<file path="config.mk">
export PLATFORM = sky130hd
export DESIGN_NAME = prio_encoder_reg_flat
export DESIGN_NICKNAME = d
export VERILOG_FILES = /design/src/rtl/prio_encoder_reg_if.sv /design/src/rtl/prio_encoder_reg.sv /design/src/flat_wrapper.sv
export SDC_FILE = /design/constraint.sdc
export NUM_CORES = 1
export LEC_CHECK = 0
export ABC_AREA = 1
export ABC_CLOCK_PERIOD_IN_PS = 2950
export CORE_MARGIN = 2
export CORE_UTILIZATION = 48
export CTS_CLUSTER_SIZE = 16
export DETAILED_ROUTE_END_ITERATION = 16
export PLACE_DENSITY = 0.95
export SYNTH_ARGS = -nofsm -noshare
export SYNTH_HDL_FRONTEND = slang
export SYNTH_SLANG_ARGS = --single-unit
</file>
<file path="constraint.sdc">
create_clock -name clk -period 2.95 [get_ports clk]
set_clock_uncertainty 0.15 [all_clocks]
set_input_delay 0.59 -clock clk [delete_from_list [all_inputs] [get_ports clk]]
set_output_delay 0.59 -clock clk [all_outputs]
set_load 0.01 [all_outputs]
</file>
<file path="src/rtl/prio_encoder_reg_if.sv">
// Handshake and result bundle for prio_encoder_reg: request side, result side
// and the error-counter controls. The master drives requests; the encoder is the slave.
interface prio_encoder_reg_if #(
   parameter int N     = 8,
   parameter int CNT_W = 8
);
   localparam int IW = (N > 1) ? $clog2(N) : 1;

   logic             in_vld;
   logic             in_rdy;
   logic [N-1:0]     req;
   logic             out_vld;
   logic             out_rdy;
   logic [IW-1:0]    idx;
   logic             any;
   logic             multi;
   logic             err_clr;
   logic [CNT_W-1:0] err_cnt;

   modport master (
      output in_vld, req, out_rdy, err_clr,
      input  in_rdy, out_vld, idx, any, multi, err_cnt
   );

   modport slave (
      input  in_vld, req, out_rdy, err_clr,
      output in_rdy, out_vld, idx, any, multi, err_cnt
   );
endinterface

</file>
<file path="src/rtl/prio_encoder_reg.sv">
// Registered priority encoder behind a one-entry, bubble-free output buffer,
// with a saturating counter of accepted vectors that were not exactly one-hot.
module prio_encoder_reg #(
   parameter int N         = 8,
   parameter int MSB_FIRST = 0,
   parameter int CNT_W     = 8
) (
   input  logic               clk,
   input  logic               rst,
   prio_encoder_reg_if.slave  bus
);
   localparam int IW = (N > 1) ? $clog2(N) : 1;

   logic             out_vld_q;
   logic [IW-1:0]    idx_q;
   logic             any_q;
   logic             multi_q;
   logic [CNT_W-1:0] err_q;

   logic             accept;
   logic [IW-1:0]    enc_idx;
   logic             enc_any;
   logic             enc_multi;

   assign bus.in_rdy = !out_vld_q || bus.out_rdy;
   assign accept     = bus.in_vld && bus.in_rdy;

   // The scan direction is chosen so the last hit written is the winner.
   always_comb begin
      enc_idx   = '0;
      enc_any   = |bus.req;
      enc_multi = (bus.req & (bus.req - N'(1))) != '0;
      if (MSB_FIRST != 0) begin
         for (int i = 0; i < N; i++) begin
            if (bus.req[i]) begin
               enc_idx = IW'(i);
            end
         end
      end else begin
         for (int i = N - 1; i >= 0; i--) begin
            if (bus.req[i]) begin
               enc_idx = IW'(i);
            end
         end
      end
   end

   always_ff @(posedge clk) begin
      if (rst) begin
         out_vld_q <= 1'b0;
         idx_q     <= '0;
         any_q     <= 1'b0;
         multi_q   <= 1'b0;
      end else if (accept) begin
         out_vld_q <= 1'b1;
         idx_q     <= enc_idx;
         any_q     <= enc_any;
         multi_q   <= enc_multi;
      end else if (bus.out_rdy) begin
         out_vld_q <= 1'b0;
      end
   end

   // An empty vector counts as an error just like a multi-hot one.
   always_ff @(posedge clk) begin
      if (rst || bus.err_clr) begin
         err_q <= '0;
      end else if (accept && (enc_multi || !enc_any) && (err_q != '1)) begin
         err_q <= err_q + CNT_W'(1);
      end
   end

   assign bus.out_vld = out_vld_q;
   assign bus.idx     = idx_q;
   assign bus.any     = any_q;
   assign bus.multi   = multi_q;
   assign bus.err_cnt = err_q;
endmodule

</file>
<file path="src/flat_wrapper.sv">
// flat-port wrapper written by rule: the top's interface ports become plain ports
module prio_encoder_reg_flat 
#(
   parameter int N         = 8,
   parameter int MSB_FIRST = 0,
   parameter int CNT_W     = 8
)
  (clk, rst, bus_in_vld, bus_req, bus_out_rdy, bus_err_clr, bus_in_rdy, bus_out_vld, bus_idx, bus_any, bus_multi, bus_err_cnt);
  prio_encoder_reg_if #(.N(N), .CNT_W(CNT_W)) bus_i ();
  input  logic clk;
  input  logic rst;
  input wire logic [$bits(bus_i.in_vld)-1:0] bus_in_vld;
  input wire logic [$bits(bus_i.req)-1:0] bus_req;
  input wire logic [$bits(bus_i.out_rdy)-1:0] bus_out_rdy;
  input wire logic [$bits(bus_i.err_clr)-1:0] bus_err_clr;
  output wire logic [$bits(bus_i.in_rdy)-1:0] bus_in_rdy;
  output wire logic [$bits(bus_i.out_vld)-1:0] bus_out_vld;
  output wire logic [$bits(bus_i.idx)-1:0] bus_idx;
  output wire logic [$bits(bus_i.any)-1:0] bus_any;
  output wire logic [$bits(bus_i.multi)-1:0] bus_multi;
  output wire logic [$bits(bus_i.err_cnt)-1:0] bus_err_cnt;
  assign bus_i.in_vld = bus_in_vld;
  assign bus_i.req = bus_req;
  assign bus_i.out_rdy = bus_out_rdy;
  assign bus_i.err_clr = bus_err_clr;
  assign bus_in_rdy = bus_i.in_rdy;
  assign bus_out_vld = bus_i.out_vld;
  assign bus_idx = bus_i.idx;
  assign bus_any = bus_i.any;
  assign bus_multi = bus_i.multi;
  assign bus_err_cnt = bus_i.err_cnt;
  prio_encoder_reg #(.N(N), .MSB_FIRST(MSB_FIRST), .CNT_W(CNT_W)) u_core (.clk(clk), .rst(rst), .bus(bus_i));
endmodule
</file>
==> impl_metrics.yaml, run 1 <==
run_status:
  outcome: "complete, no violations"
drt:
  ant_nets: 0
  drtPass1Iterations: 4
  wire_per_inst_um: 12.3
  vias: 909
  drt-initial-drc-count: 22
  routed_wl_um: 2080
  drc: 0
  vias_per_cell: 5.38
global_route:
  grt_max_degree: 19
  grt_pass1_vias: 826
  antenna_found_initial: 0
  grt-ovfl-total: 0
  grt_pass1_wl_um: 3370
  track_usage: 0.219
timing:
  fin_ws_ns: 0.481
  rsz0062_at_grt: "false"
  hold_viol_final: 0
  min_period_over_period: 0.837
  setup_viol: 0
  tightest_slew_ns: 0.246
  timing.fmax_ghz: 0.405
  finalMaxSlewViolations: 0
  tns_ns: 0
  relSlewSlack: 0.836
  fin_crit_ns: 2.47
finish:
  fin_nets: 159
  fin_cells: 169
  final_cell_area_um2: 1190
  drive_gt1_frac: 0.160
  area_growth_pct: 38.8
  diodes: 0
floorplan:
  coreArea_um2: 1710
  rows: 15
  die-area_um2: 2140
  die_h_um: 46.3
  initial_core_util: 0.502
  io_pins: 28
  dieWidth_um: 46.3
clock_tree:
  cts_buffer_depth: 2
  cts_tree: "done"
  cts_root_buffer: "clkbuf_4"
  cts_sinks: 14
  numCtsBuffers: 3
  cts_resized: 0
  post-cts-setup-buffer-count: 0
  cts_hold_buf: 0
  path_clk_slew_ns: 0.09
  insertion_delay_ns: 0.29
  htree_levels: 1
power:
  p_total_uw: 429
  power.leakage_uw: 0.000482
  vdd_drop_max_uv: 231
  pwr-share-seq: 0.466
  power.density_nw_per_um2: 361
  swShare: 0.272
  intPower_uw: 313
  comb_power_share: 0.202
  power_frac_clock: 0.332
  p_switching_uw: 117
critical_path:
  cpPeakStageDelay_ns: 0.55
  cpMostUsedCell: "clkdlybuf4s50_1"
  crit_buf_inv: 3
  worstSetupPathType: "input port to output pin"
  crit_arrival_ns: 1.73
  worstPathRequired_ns: 2.21
  worstPathCellList: "clkdlybuf4s50_1 -> inv_1 -> nand2_1 -> clkdlybuf4s50_1"
  endpoint_kind: "output pin"
  slowest_stage: "clkdlybuf4s50_1"
  worst_setup_path_start_kind: "input port"
  crit_fanout: 3
  cpLargestDelayFamily: "buffers and inverters"
placement:
  hpwl_um: 1510
  dp.cells: 165
  place_area_um2: 1150
  port_buffers: 27
  gp_congestion: 0.761
  place_ws_ns: 0.473
synthesis:
  netlist_area_um2: 857
  synth.most_common_cell: "nand2_1"
  avgSynthCellArea_um2: 7.52
  ys_warn_count: 0
  synth-edff-count: 0
  async_reset_ff_frac: 0
  yosys_register_bits: 14
  yosys.area.top_type_share: 0.327
  yosysSeqAreaShare: 0.327
  syn_inst: 114
  syn-num-nets: 128
  synth.cells.most_frequent: "nand2_1, dfxtp_1, a21oi_1"
  synth_cell_types: 24
  synth_top_cell_by_area: "dfxtp_1"
  synth_flop_cell: "dfxtp_1"
  synth_area_leaders: "dfxtp_1, nand2_1, a21oi_1"
flow_run:
  cap_violations: 0
min_path:
  hp-class: "register to register"
cells by family (layout without fill, tap and decap cells):
family,Yosys count,after routing,synth area share
buf+inv,14,44,0.0657
compound gates,24,24,0.149
simple gates,55,55,0.382
flops,14,14,0.327
xor+xnor,6,6,0.0613
fa+ha+maj,1,1,0.0146
cell usage in the layout, fill, tap and decap left out:
master           instances
o21ai_1                  4
clkdlybuf4s50_1         27
inv_4                    1
xor2_1                   3
nand3_1                  3
a21oi_1                 13
nand2_4                  2
ha_1                     1
o21a_1                   1
nand4_1                  7
dfxtp_1                 14
o21bai_1                 1
nand2_2                  2
nor2_1                   6
nor2_8                   1
clkbuf_4                 3
nand2_1                 26
a31oi_1                  2
xnor2_1                  3
inv_2                    5
inv_1                    7
nand3_4                  3
o21ai_0                  3
nor2_2                   3
clkbuf_8                 1
nor2_4                   2
final cells by class:
cell class                 instances  area (µm²)
clock buffer                       4        36.3
timing repair buffer              27         270
tap                               25        31.3
inverter                          13        51.3
sequential                        14         280
fill                             130         518
multi-input combinational         86         520
per-layer routing:
| metal | global-route usage | routed length, µm |
|---|---|---|
| met1 | 0.255 | 861 |
| met2 | 0.375 | 1050 |
| met3 | 0.0549 | 109 |
| met4 | 0.0971 | 61 |
| met5 | 0 | 0 |
sequential cells by signal, indices dropped and copies added (netlist names):
name	count
u_core.bus.out_vld	1
u_core.bus.err_cnt	8
u_core.bus.multi	1
u_core.bus.idx	3
u_core.bus.any	1
per-stage QoR:
stage	hold slack, ns	utilization
2_1_floorplan	0.363	-
3_3_place_gp	0.334	0.675
3_5_place_dp	0.358	0.675
4_1_cts	0.373	0.697
5_1_grt	0.391	0.697
6_report	0.377	0.697
power by group through the flow:
stage	clock, µW	combinational [µW]	sequential (µW)
final	143	86.7	200
after floorplan	0	41.3	207
after detailed placement	0	85.5	204
after CTS	144	86.5	200
after global routing	155	94.6	201
after global placement	0	83.0	204
worst min-delay path: stages (launching register included):
cell and delay, ns:
dfxtp_1 0.32, o21ai_1 0.12, a21oi_1 0.04
path summary, 6_finish.rpt:
kind                                             from                    end  slack (ns)  cells after the start
worst max-delay path                      bus_out_rdy             bus_in_rdy        0.48                      4
worst min-delay path                u_core.bus.idx[2]      u_core.bus.idx[2]        0.38                      2
worst max register to register  u_core.bus.err_cnt[1]  u_core.bus.err_cnt[0]        1.17                      8
worst min register to register      u_core.bus.idx[2]      u_core.bus.idx[2]        0.38                      2
Note: power is estimated with default switching activity, not from simulation.
==> run 2, diff against run 1 <==
--- a/config.mk
+++ b/config.mk
@@ -6,12 +6,12 @@
 export NUM_CORES = 1
 export LEC_CHECK = 0
 export ABC_AREA = 1
-export ABC_CLOCK_PERIOD_IN_PS = 2950
+export ABC_CLOCK_PERIOD_IN_PS = 2400
 export CORE_MARGIN = 2
-export CORE_UTILIZATION = 48
+export CORE_UTILIZATION = 44
 export CTS_CLUSTER_SIZE = 16
 export DETAILED_ROUTE_END_ITERATION = 16
-export PLACE_DENSITY = 0.95
+export PLACE_DENSITY = 0.89
 export SYNTH_ARGS = -nofsm -noshare
 export SYNTH_HDL_FRONTEND = slang
 export SYNTH_SLANG_ARGS = --single-unit
==> constraint.sdc (replaced) <==
create_clock -name clk -period 2.4 [get_ports clk]
set_clock_uncertainty 0.15 [all_clocks]
set_input_delay 0.48 -clock clk [delete_from_list [all_inputs] [get_ports clk]]
set_output_delay 0.48 -clock clk [all_outputs]
set_load 0.01 [all_outputs]
==> run 2 against run 1 <==
Compared with the run above: via count fell by 3.6%; core utilization down 3.7 points; sequential cell count did not move; count of clock-buffer cells in the layout shrank 1; sequential share of layout area up 0.28 points; non-clock buffer count stayed put; first-iteration DRC count up 14%; total power grew 14%; worst hold slack worse by 0.0075 ns; final area is 1.2% lower.
==> impl_metrics.yaml, run 2 (synthesized netlist as in run 1, its figures left out) <==
floorplan:
  initial_core_util: 0.481
  io_pins: 28
  coreArea_um2: 1780
  die-area_um2: 2320
  die_h_um: 48.1
  dieWidth_um: 48.1
  rows: 15
finish:
  fin_nets: 159
  utilization: 0.660
  multi_input_comb_area_um2: 520
  diodes: 0
  regArea_um2: 280
  largest_reg_flops: 8
  area_growth_pct: 37.2
  final_cell_mix: "clkdlybuf4s50_1, nand2_1, dfxtp_1, a21oi_1"
  final_common_cell: "clkdlybuf4s50_1"
  fillCellCount: 139
  drive_gt1_frac: 0.154
timing:
  setup_viol: 0
  timing.fmax_ghz: 0.445
  relSlewSlack: 0.846
  finalMaxSlewViolations: 0
  rsz0062_at_grt: "false"
  tns_ns: 0
  tightest_slew_ns: 0.231
  hold_viol_final: 0
  min_period_over_period: 0.936
  fin_crit_ns: 2.25
critical_path:
  worstPathRequired_ns: 1.77
  crit_arrival_ns: 1.62
  slowest_stage: "clkdlybuf4s50_1"
  worstSetupPathType: "input port to output pin"
  worstPathCellList: "clkdlybuf4s50_1 -> inv_1 -> nand2_1 -> clkdlybuf4s50_1"
  endpoint_kind: "output pin"
  cpPeakStageDelay_ns: 0.55
  worst_setup_path_start_kind: "input port"
  cpMostUsedCell: "clkdlybuf4s50_1"
  crit_fanout: 3
clock_tree:
  path_clk_slew_ns: 0.08
  cts_root_buffer: "clkbuf_4"
  cts_tree: "done"
  cts_sinks: 14
  htree_levels: 1
  cts_buffer_depth: 2
  cts_hold_buf: 0
  cts_resized: 0
  post-cts-setup-buffer-count: 0
  insertion_delay_ns: 0.29
  numCtsBuffers: 3
min_path:
  hp-class: "register to register"
drt:
  wire_per_inst_um: 11.9
  drtPass1Iterations: 4
  vias: 876
  routed_wl_um: 2000
  vias_per_cell: 5.21
  drc: 0
  drt-initial-drc-count: 25
  ant_nets: 0
placement:
  gp_congestion: 0.847
  hpwl_um: 1570
  port_buffers: 27
power:
  power.density_nw_per_um2: 416
  vdd_drop_max_uv: 253
  power.leakage_uw: 0.000475
flow_run:
  cap_violations: 0
global_route:
  grt_max_degree: 19
  grt-ovfl-total: 0
  grt_pass1_wl_um: 3350
  track_usage: 0.209
  antenna_found_initial: 0
  grt_pass1_vias: 838
run_status:
  outcome: "complete, no violations"
==> run 2: cell types whose count changed in the layout (fill, tap and decap cells not counted) <==
cell	previous run	this run
clkbuf_8	1	0
==> run 2: stage by stage <==
step / instances / power (µW) / cell area, µm² / hold WS, ns / worst slack, ns
3_3_place_gp: 165 / 353 / 1150 / 0.336 / 0.175
6_report: 168 / 489 / 1180 / 0.369 / 0.153
4_1_cts: 168 / 491 / 1180 / 0.367 / 0.136
2_1_floorplan: 114 / 306 / 857 / 0.363 / 0.874
5_1_grt: 168 / 510 / 1180 / 0.395 / 0.0707
3_5_place_dp: 165 / 357 / 1150 / 0.353 / 0.137
==> run 2: worst max-delay path: cells and delay by family <==
kind | cells | cell delay, ns
buffers and inverters | 3 | 1.03
and+or+nand+nor | 1 | 0.09
==> run 2: metal layers <==
metal	routed length, µm	global-route usage	vias up
met5	0	0	-
met1	806	0.224	386
li1	-	-	443
met3	124	0.0593	8
met2	1010	0.376	39
met4	63	0.0973	0
==> run 2: layout make-up <==
class | count | share of cell area
Multi-Input combinational cell | 86 | 0.443
Sequential cell | 14 | 0.238
Timing Repair Buffer | 27 | 0.230
Inverter | 13 | 0.0436
Tap cell | 25 | 0.0266
Clock buffer | 3 | 0.0191
==> run 2: power by group <==
group	internal, µW	switching [µW]
Clock	58.5	78.4
Combinational	51.0	55.0
Sequential	241	5.08
==> run 2: path summary, 6_finish.rpt <==
| check | from | to | slack [ns] | depth (start not counted) |
|---|---|---|---|---|
| setup reg to reg | u_core.bus.err_cnt[1] | u_core.bus.err_cnt[4] | 0.75 | 7 |
| setup / recovery | bus_out_rdy | bus_in_rdy | 0.15 | 4 |
| hold / removal | u_core.bus.err_cnt[1] | u_core.bus.err_cnt[1] | 0.37 | 2 |
| hold reg to reg | u_core.bus.err_cnt[1] | u_core.bus.err_cnt[1] | 0.37 | 2 |
==> run 3, diff against run 2 <==
--- a/config.mk
+++ b/config.mk
@@ -7,6 +7,7 @@
 export LEC_CHECK = 0
 export ABC_AREA = 1
 export ABC_CLOCK_PERIOD_IN_PS = 2400
+export CAP_MARGIN = 10
 export CORE_MARGIN = 2
 export CORE_UTILIZATION = 44
 export CTS_CLUSTER_SIZE = 16
==> results of run 3 <==
Same layout as run 2: the final DEF is identical, and so are final timing and power.
